===== config.mk =====
export PLATFORM = sky130hd
export DESIGN_NAME = uc_coordena_fases_param
export DESIGN_NICKNAME = d
export VERILOG_FILES = /design/src/rtl/uc_coordena_fases_param_pkg.sv /design/src/rtl/uc_coordena_fases_param_seletor.sv /design/src/rtl/uc_coordena_fases_param.sv
export SDC_FILE = /design/constraint.sdc
export NUM_CORES = 1
export LEC_CHECK = 0
export CORE_MARGIN = 2
export CORE_UTILIZATION = 47
export CTS_CLUSTER_DIAMETER = 200
export DETAILED_ROUTE_END_ITERATION = 7
export GPL_TIMING_DRIVEN = 0
export PLACE_DENSITY = 0.76
export SYNTH_ARGS = -nofsm -noshare
export SYNTH_HDL_FRONTEND = slang
export SYNTH_SLANG_ARGS = --single-unit

===== constraint.sdc =====
create_clock -name clock -period 1.6 [get_ports clock]
set_input_delay 0.32 -clock clock [delete_from_list [all_inputs] [get_ports clock]]
set_output_delay 0.32 -clock clock [all_outputs]
set_load 0.01 [all_outputs]

===== src/rtl/uc_coordena_fases_param_pkg.sv =====
// State encodings shared by the phase coordinator FSM and its debug state output.
package pkg_uc_coordena;

  localparam int EST_W = 5;

  typedef enum logic [EST_W-1:0] {
    INICIO         = 5'd0,
    ESPERA         = 5'd1,
    CARREGA        = 5'd2,
    SELECIONA      = 5'd3,
    COMPARA        = 5'd4,
    ESPERA_COMPARA = 5'd5,
    MOVE           = 5'd6,
    ESPERA_MOVE    = 5'd7,
    PROXIMO        = 5'd8,
    FIM            = 5'd9,
    ERRO           = 5'd15
  } estado_t;

endpackage


===== src/rtl/uc_coordena_fases_param_seletor.sv =====
// Priority encoder: lowest enabled channel index at or above a start index.
module seletor_canal_habilitado #(
  parameter int N_CANAIS = 2,
  parameter int CH_W     = 1
) (
  input  logic [N_CANAIS-1:0] mask,
  input  logic [CH_W-1:0]     base,
  output logic                achou,
  output logic [CH_W-1:0]     indice
);

  // Scan downward so the lowest qualifying channel is the last one written.
  always_comb begin
    achou  = 1'b0;
    indice = '0;
    for (int i = N_CANAIS - 1; i >= 0; i--) begin
      if (mask[i] && (i >= int'(base))) begin
        achou  = 1'b1;
        indice = CH_W'(i);
      end
    end
  end

endmodule


===== src/rtl/uc_coordena_fases_param.sv =====
// Per-frame coordinator: walks enabled channels in order, alternating compare/move
// handshakes with lower FSMs, with abort and a per-wait watchdog.
module uc_coordena_fases_param
  import pkg_uc_coordena::*;
#(
  parameter int N_CANAIS  = 2,
  parameter int CNT_W     = 4,
  parameter int TIMEOUT_W = 8,
  parameter int CH_W      = (N_CANAIS > 1) ? $clog2(N_CANAIS) : 1
) (
  input  logic                      clock,
  input  logic                      reset_n,
  input  logic                      inicia,
  input  logic                      aborta,
  input  logic [N_CANAIS-1:0]       habilita_canal,
  input  logic [N_CANAIS*CNT_W-1:0] passos,
  input  logic [N_CANAIS-1:0]       fim_compara,
  input  logic [N_CANAIS-1:0]       fim_move,
  output logic [N_CANAIS-1:0]       compara,
  output logic [N_CANAIS-1:0]       move,
  output logic                      ocupado,
  output logic                      fim,
  output logic                      erro,
  output logic [CH_W-1:0]           canal_atual,
  output logic [CNT_W-1:0]          passo_atual,
  output logic [4:0]                db_estado
);

  localparam logic [TIMEOUT_W-1:0] WD_MAX    = '1;
  localparam logic [CH_W-1:0]      ULTIMO_CH = CH_W'(N_CANAIS - 1);

  estado_t                        estado, prox;
  logic [N_CANAIS-1:0]            mask_q;
  logic [N_CANAIS-1:0][CNT_W-1:0] passos_q;
  logic [CH_W-1:0]                canal, canal_prox;
  logic [CNT_W-1:0]               passo, passo_prox;
  logic [TIMEOUT_W-1:0]           wd, wd_prox, wd_inc;
  logic                           sel_achou;
  logic [CH_W-1:0]                sel_indice;
  logic                           done_cmp, done_mov, wd_estoura;

  seletor_canal_habilitado #(
    .N_CANAIS (N_CANAIS),
    .CH_W     (CH_W)
  ) u_seletor (
    .mask   (mask_q),
    .base   (canal),
    .achou  (sel_achou),
    .indice (sel_indice)
  );

  // Only the current channel's done level matters; others are ignored.
  assign done_cmp   = fim_compara[canal];
  assign done_mov   = fim_move[canal];
  assign wd_inc     = wd + 1'b1;
  assign wd_estoura = (wd_inc == WD_MAX);

  always_ff @(posedge clock or negedge reset_n) begin
    if (!reset_n) begin
      estado   <= INICIO;
      canal    <= '0;
      passo    <= '0;
      wd       <= '0;
      mask_q   <= '0;
      passos_q <= '0;
    end else begin
      estado <= prox;
      canal  <= canal_prox;
      passo  <= passo_prox;
      wd     <= wd_prox;
      if (estado == CARREGA) begin
        mask_q   <= habilita_canal;
        passos_q <= passos;
      end
    end
  end

  always_comb begin
    prox       = estado;
    canal_prox = canal;
    passo_prox = passo;
    wd_prox    = wd;
    compara    = '0;
    move       = '0;
    ocupado    = 1'b1;
    fim        = 1'b0;
    erro       = 1'b0;
    case (estado)
      INICIO: begin
        ocupado = 1'b0;
        prox    = ESPERA;
      end
      ESPERA: begin
        ocupado = 1'b0;
        if (inicia) prox = CARREGA;
      end
      CARREGA: begin
        canal_prox = '0;
        passo_prox = '0;
        prox       = SELECIONA;
      end
      SELECIONA: begin
        if (sel_achou) begin
          canal_prox = sel_indice;
          passo_prox = '0;
          prox       = COMPARA;
        end else begin
          prox = FIM;
        end
      end
      COMPARA: begin
        compara[canal] = 1'b1;
        wd_prox        = '0;
        prox           = ESPERA_COMPARA;
      end
      ESPERA_COMPARA: begin
        wd_prox = wd_inc;
        // Done on the watchdog's final edge still counts as completion.
        if (done_cmp) begin
          if (passo != passos_q[canal]) begin
            prox = MOVE;
          end else if (canal == ULTIMO_CH) begin
            prox = FIM;
          end else begin
            canal_prox = canal + 1'b1;
            prox       = SELECIONA;
          end
        end else if (wd_estoura) begin
          prox = ERRO;
        end
      end
      MOVE: begin
        move[canal] = 1'b1;
        wd_prox     = '0;
        prox        = ESPERA_MOVE;
      end
      ESPERA_MOVE: begin
        wd_prox = wd_inc;
        if (done_mov)        prox = PROXIMO;
        else if (wd_estoura) prox = ERRO;
      end
      PROXIMO: begin
        passo_prox = passo + 1'b1;
        prox       = COMPARA;
      end
      FIM: begin
        fim  = 1'b1;
        prox = ESPERA;
      end
      ERRO: begin
        ocupado = 1'b0;
        erro    = 1'b1;
        if (inicia) prox = CARREGA;
      end
      default: begin
        ocupado = 1'b0;
        prox    = INICIO;
      end
    endcase
    // Abort overrides done and timeout in every busy state.
    if (aborta && ocupado) prox = ESPERA;
  end

  assign canal_atual = canal;
  assign passo_atual = passo;
  assign db_estado   = estado;

endmodule


==> flow_metrics.py <==
metrics = {
    "power": {
        "cellPowerDensity_nw_per_um2": 1090,
        "vdd_drop_max_v": 0.000871,
        "leakage_nw": 1.36,
    },
    "sta": {
        "slew_violations": 0,
        "setup-violations-final": 24,
        "maxSlewHeadroom_pct": 57.2,
        "final.setup.worst_slack_ns": -0.334,
        "hold_viol": 0,
        "clock_skew_ns": 0.00706,
        "timing.fmax_mhz": 517,
        "tightest_slew_ns": 0.642,
        "fin_crit_sh_pct": 121,
        "final.min_clock_period_ns": 1.93,
        "rsz0062_at_grt": "yes",
    },
    "route": {
        "m1WireLength_microns": 2430,
        "drc": 0,
        "dr.pass1.iters": 4,
        "vias_per_cell": 6.01,
        "dr_wl_met3_microns": 387,
        "antenna_left": 0,
        "wl_microns": 6370,
        "wl_per_cell_microns": 20.0,
        "vias": 1918,
        "top_layer": "met4",
        "wl_met2_microns": 3340,
        "dr.first_iter.drc_count": 103,
    },
    "yosys": {
        "yosysUniqueCellTypes": 54,
        "yosysWarningCount": 0,
        "synth_edf_count": 0,
        "synth.largest_area_cell": "dfrtp_1",
        "synthTopCellsByArea": "dfrtp_1, mux2i_1, nand2_1",
        "syn_avg_cell_area_sq_um": 9.28,
        "syn_inst": 193,
        "synth_top_cell_area_share_pct": 39.1,
        "async_flop_share_pct": 100,
        "syn-num-nets": 214,
        "ys_ff_latch": 28,
        "synth-seq-area-share_pct": 39.1,
        "ys.flop_type": "dfrtp_1",
        "netlist_area_sq_um": 1790,
    },
    "global_route": {
        "gr-total-overflow": 0,
        "grt_pass1_vias": 1862,
        "track_usage_pct": 28.5,
        "grt_max_degree": 29,
        "antenna_found_initial": 0,
        "grt_pass1_wl_microns": 9180,
    },
    "run_status": {
        "violations": "negative setup slack",
        "outcome": "complete, but fails checks",
    },
    "cells_and_area": {
        "postLayoutCellArea_sq_um": 2920,
        "nFillCells": 208,
        "multi_input_area_sq_um": 1250,
        "synthToLayoutAreaGrowth_pct": 62.8,
        "finalNetCount": 293,
        "seq_area_sq_um": 707,
        "drive_gt1_share_pct": 45.4,
        "num_antenna_cells": 0,
    },
    "setup_path": {
        "path_max_fanout": 5,
        "cp_slowest_stage_delay_ns": 0.49,
        "arrival_ns": 2.16,
        "critPathKind": "flop to flop",
        "crit_path_start": "db_estado[1]",
        "r2r_start": "db_estado[1]",
        "regToRegSetupSlack_ns": -0.33,
        "crit_chain": "or2_4, and3_4, nor4_4, or4b_1, nand3_2",
        "crit_required_ns": 1.83,
        "cp-start-kind": "flop",
        "slowest_stage": "or4b_1",
        "cp-end-kind": "flop",
    },
    "clock_tree": {
        "cts-buffers-inserted": 3,
        "cts.sinks": 28,
        "clk_latency_ns": 0.29,
        "htreeDepth": 1,
        "cts_buffer_depth": 2,
        "clkSlewWorstSetupHoldPaths_ns": 0.11,
        "root_buffer": "clkbuf_8",
        "tritoncts": "done",
    },
    "worst_hold_path": {
        "hp-class": "input pin to async pin",
    },
    "placement": {
        "dpl_cell_area_sq_um": 2260,
        "port_buffers": 34,
        "dp_hpwl_microns": 3120,
        "place.gp.congestion": 0.903,
        "pre_cts_slack_ns": -0.800,
    },
    "floorplanning": {
        "die_h_microns": 65.7,
        "die_w_microns": 65.7,
        "design.core.area_sq_um": 3660,
        "row_count": 22,
        "die_area_sq_um": 4320,
        "ios": 35,
        "start_util_pct": 48.9,
    },
    "run": {
        "drv_cap": 0,
    },
}
==> power breakdown <==
part | leakage [nW] | switching (mW) | internal, mW
Clock | 0.0357 | 0.252 | 0.336
Sequential | 0.349 | 0.173 | 0.885
Combinational | 0.971 | 0.720 | 0.812
Total | 1.36 | 1.15 | 2.03
==> flip-flops by register name, indices dropped and copies added, names as in the netlist <==
signal       flops
canal_atual      1
db_estado        5
mask_q           2
passo_atual      4
passos_q         8
wd               8
==> stage by stage <==
| stage | setup TNS, ns | hold slack (ns) | util (%) | power [mW] | instances |
|---|---|---|---|---|---|
| floorplan | -1.44 | 0.0244 | - | 1.65 | 193 |
| global placement | -14.57 | 0.474 | 61.9 | 1.92 | 275 |
| detailed placement | -13.79 | 0.481 | 61.9 | 1.94 | 275 |
| CTS | -4.07 | 0.475 | 75.7 | 2.85 | 309 |
| global route | -5.62 | 0.0984 | 79.7 | 3.30 | 319 |
| finish | -4.57 | 0.0388 | 79.7 | 3.18 | 319 |
==> area by class of cell <==
type / count / area share (%)
clock buffer: 3 / 1.42
tap: 48 / 2.06
timing repair buffer: 76 / 23.4
inverter: 6 / 0.901
clock inverter: 1 / 1.03
sequential: 28 / 24.2
multi-input combinational: 147 / 43.0
buffer: 10 / 3.90
==> critical path, delay by kind of cell, from the launching register on <==
| kind | cells | cell delay, ns |
|---|---|---|
| simple gates | 5 | 1.40 |
| flops | 1 | 0.48 |
==> final timing paths <==
check                                      end  cells past startpoint
worst min register to register       mask_q[1]                      1
max in group asynchronous         db_estado[1]                      1
min in group clock                   mask_q[1]                      1
worst max-delay path              db_estado[3]                      5
worst min-delay path            passo_atual[0]                      1
worst max register to register    db_estado[3]                      5
==> cell families (layout without fill, tap and decap cells) <==
family	count (synthesis)	in the layout	share of synthesized area [%]
AND/OR/NAND/NOR	75	75	23.8
AO/OA/AOI/OAI	44	44	16.1
flip-flops	28	28	39.1
multiplexers	18	18	10.8
buffers and inverters	18	96	4.96
XOR/XNOR	6	6	2.93
adder cells (fa/ha/maj)	3	3	2.10
other	1	1	0.209
==> Yosys cell counts, types with 2 or more instances <==
master	count
xnor2_1	2
a211o_1	2
a21o_1	2
nand3b_1	2
nor4_1	3
o21ai_0	12
and3b_1	2
and3_1	3
or3_1	3
o21ai_1	2
dfrtp_1	28
nor2_1	11
nand2_1	19
nand3_1	7
a31oi_1	2
nor4b_1	2
xor2_1	4
mux2_2	6
a22o_1	5
inv_1	6
mux2_1	4
clkbuf_1	4
a31o_2	2
buf_2	4
buf_4	2
ha_1	3
mux2i_1	8
nand2b_1	6
nor3_1	5
a21oi_1	8
==> placed cells by master, fill, tap and decap left out, drive strengths merged, types with 6 or more instances in the layout <==
cell	n
dfrtp	28
o21ai	14
nand3	7
buf	61
clkdlybuf4s50	19
nand2b	6
mux2i	8
nor2	11
mux2	10
a21oi	8
nand2	19
==> metal layers <==
layer,global-route usage (%),vias to the layer above
li1,-,858
met1,35.0,939
met2,50.4,93
met3,3.25,28
met4,11.5,0
met5,0,-
==> repair_timing <==
| item | CTS | global route |
|---|---|---|
| buffers inserted | 30 | 11 |
| cloned | 1 | 0 |
| pin swaps | 23 | 12 |
| endpoints found under the setup margin | 31 | 33 |
| hold buffers | 0 | 0 |
| gates resized for setup | 84 | 30 |
Note: power is estimated with default switching activity, not from simulation.
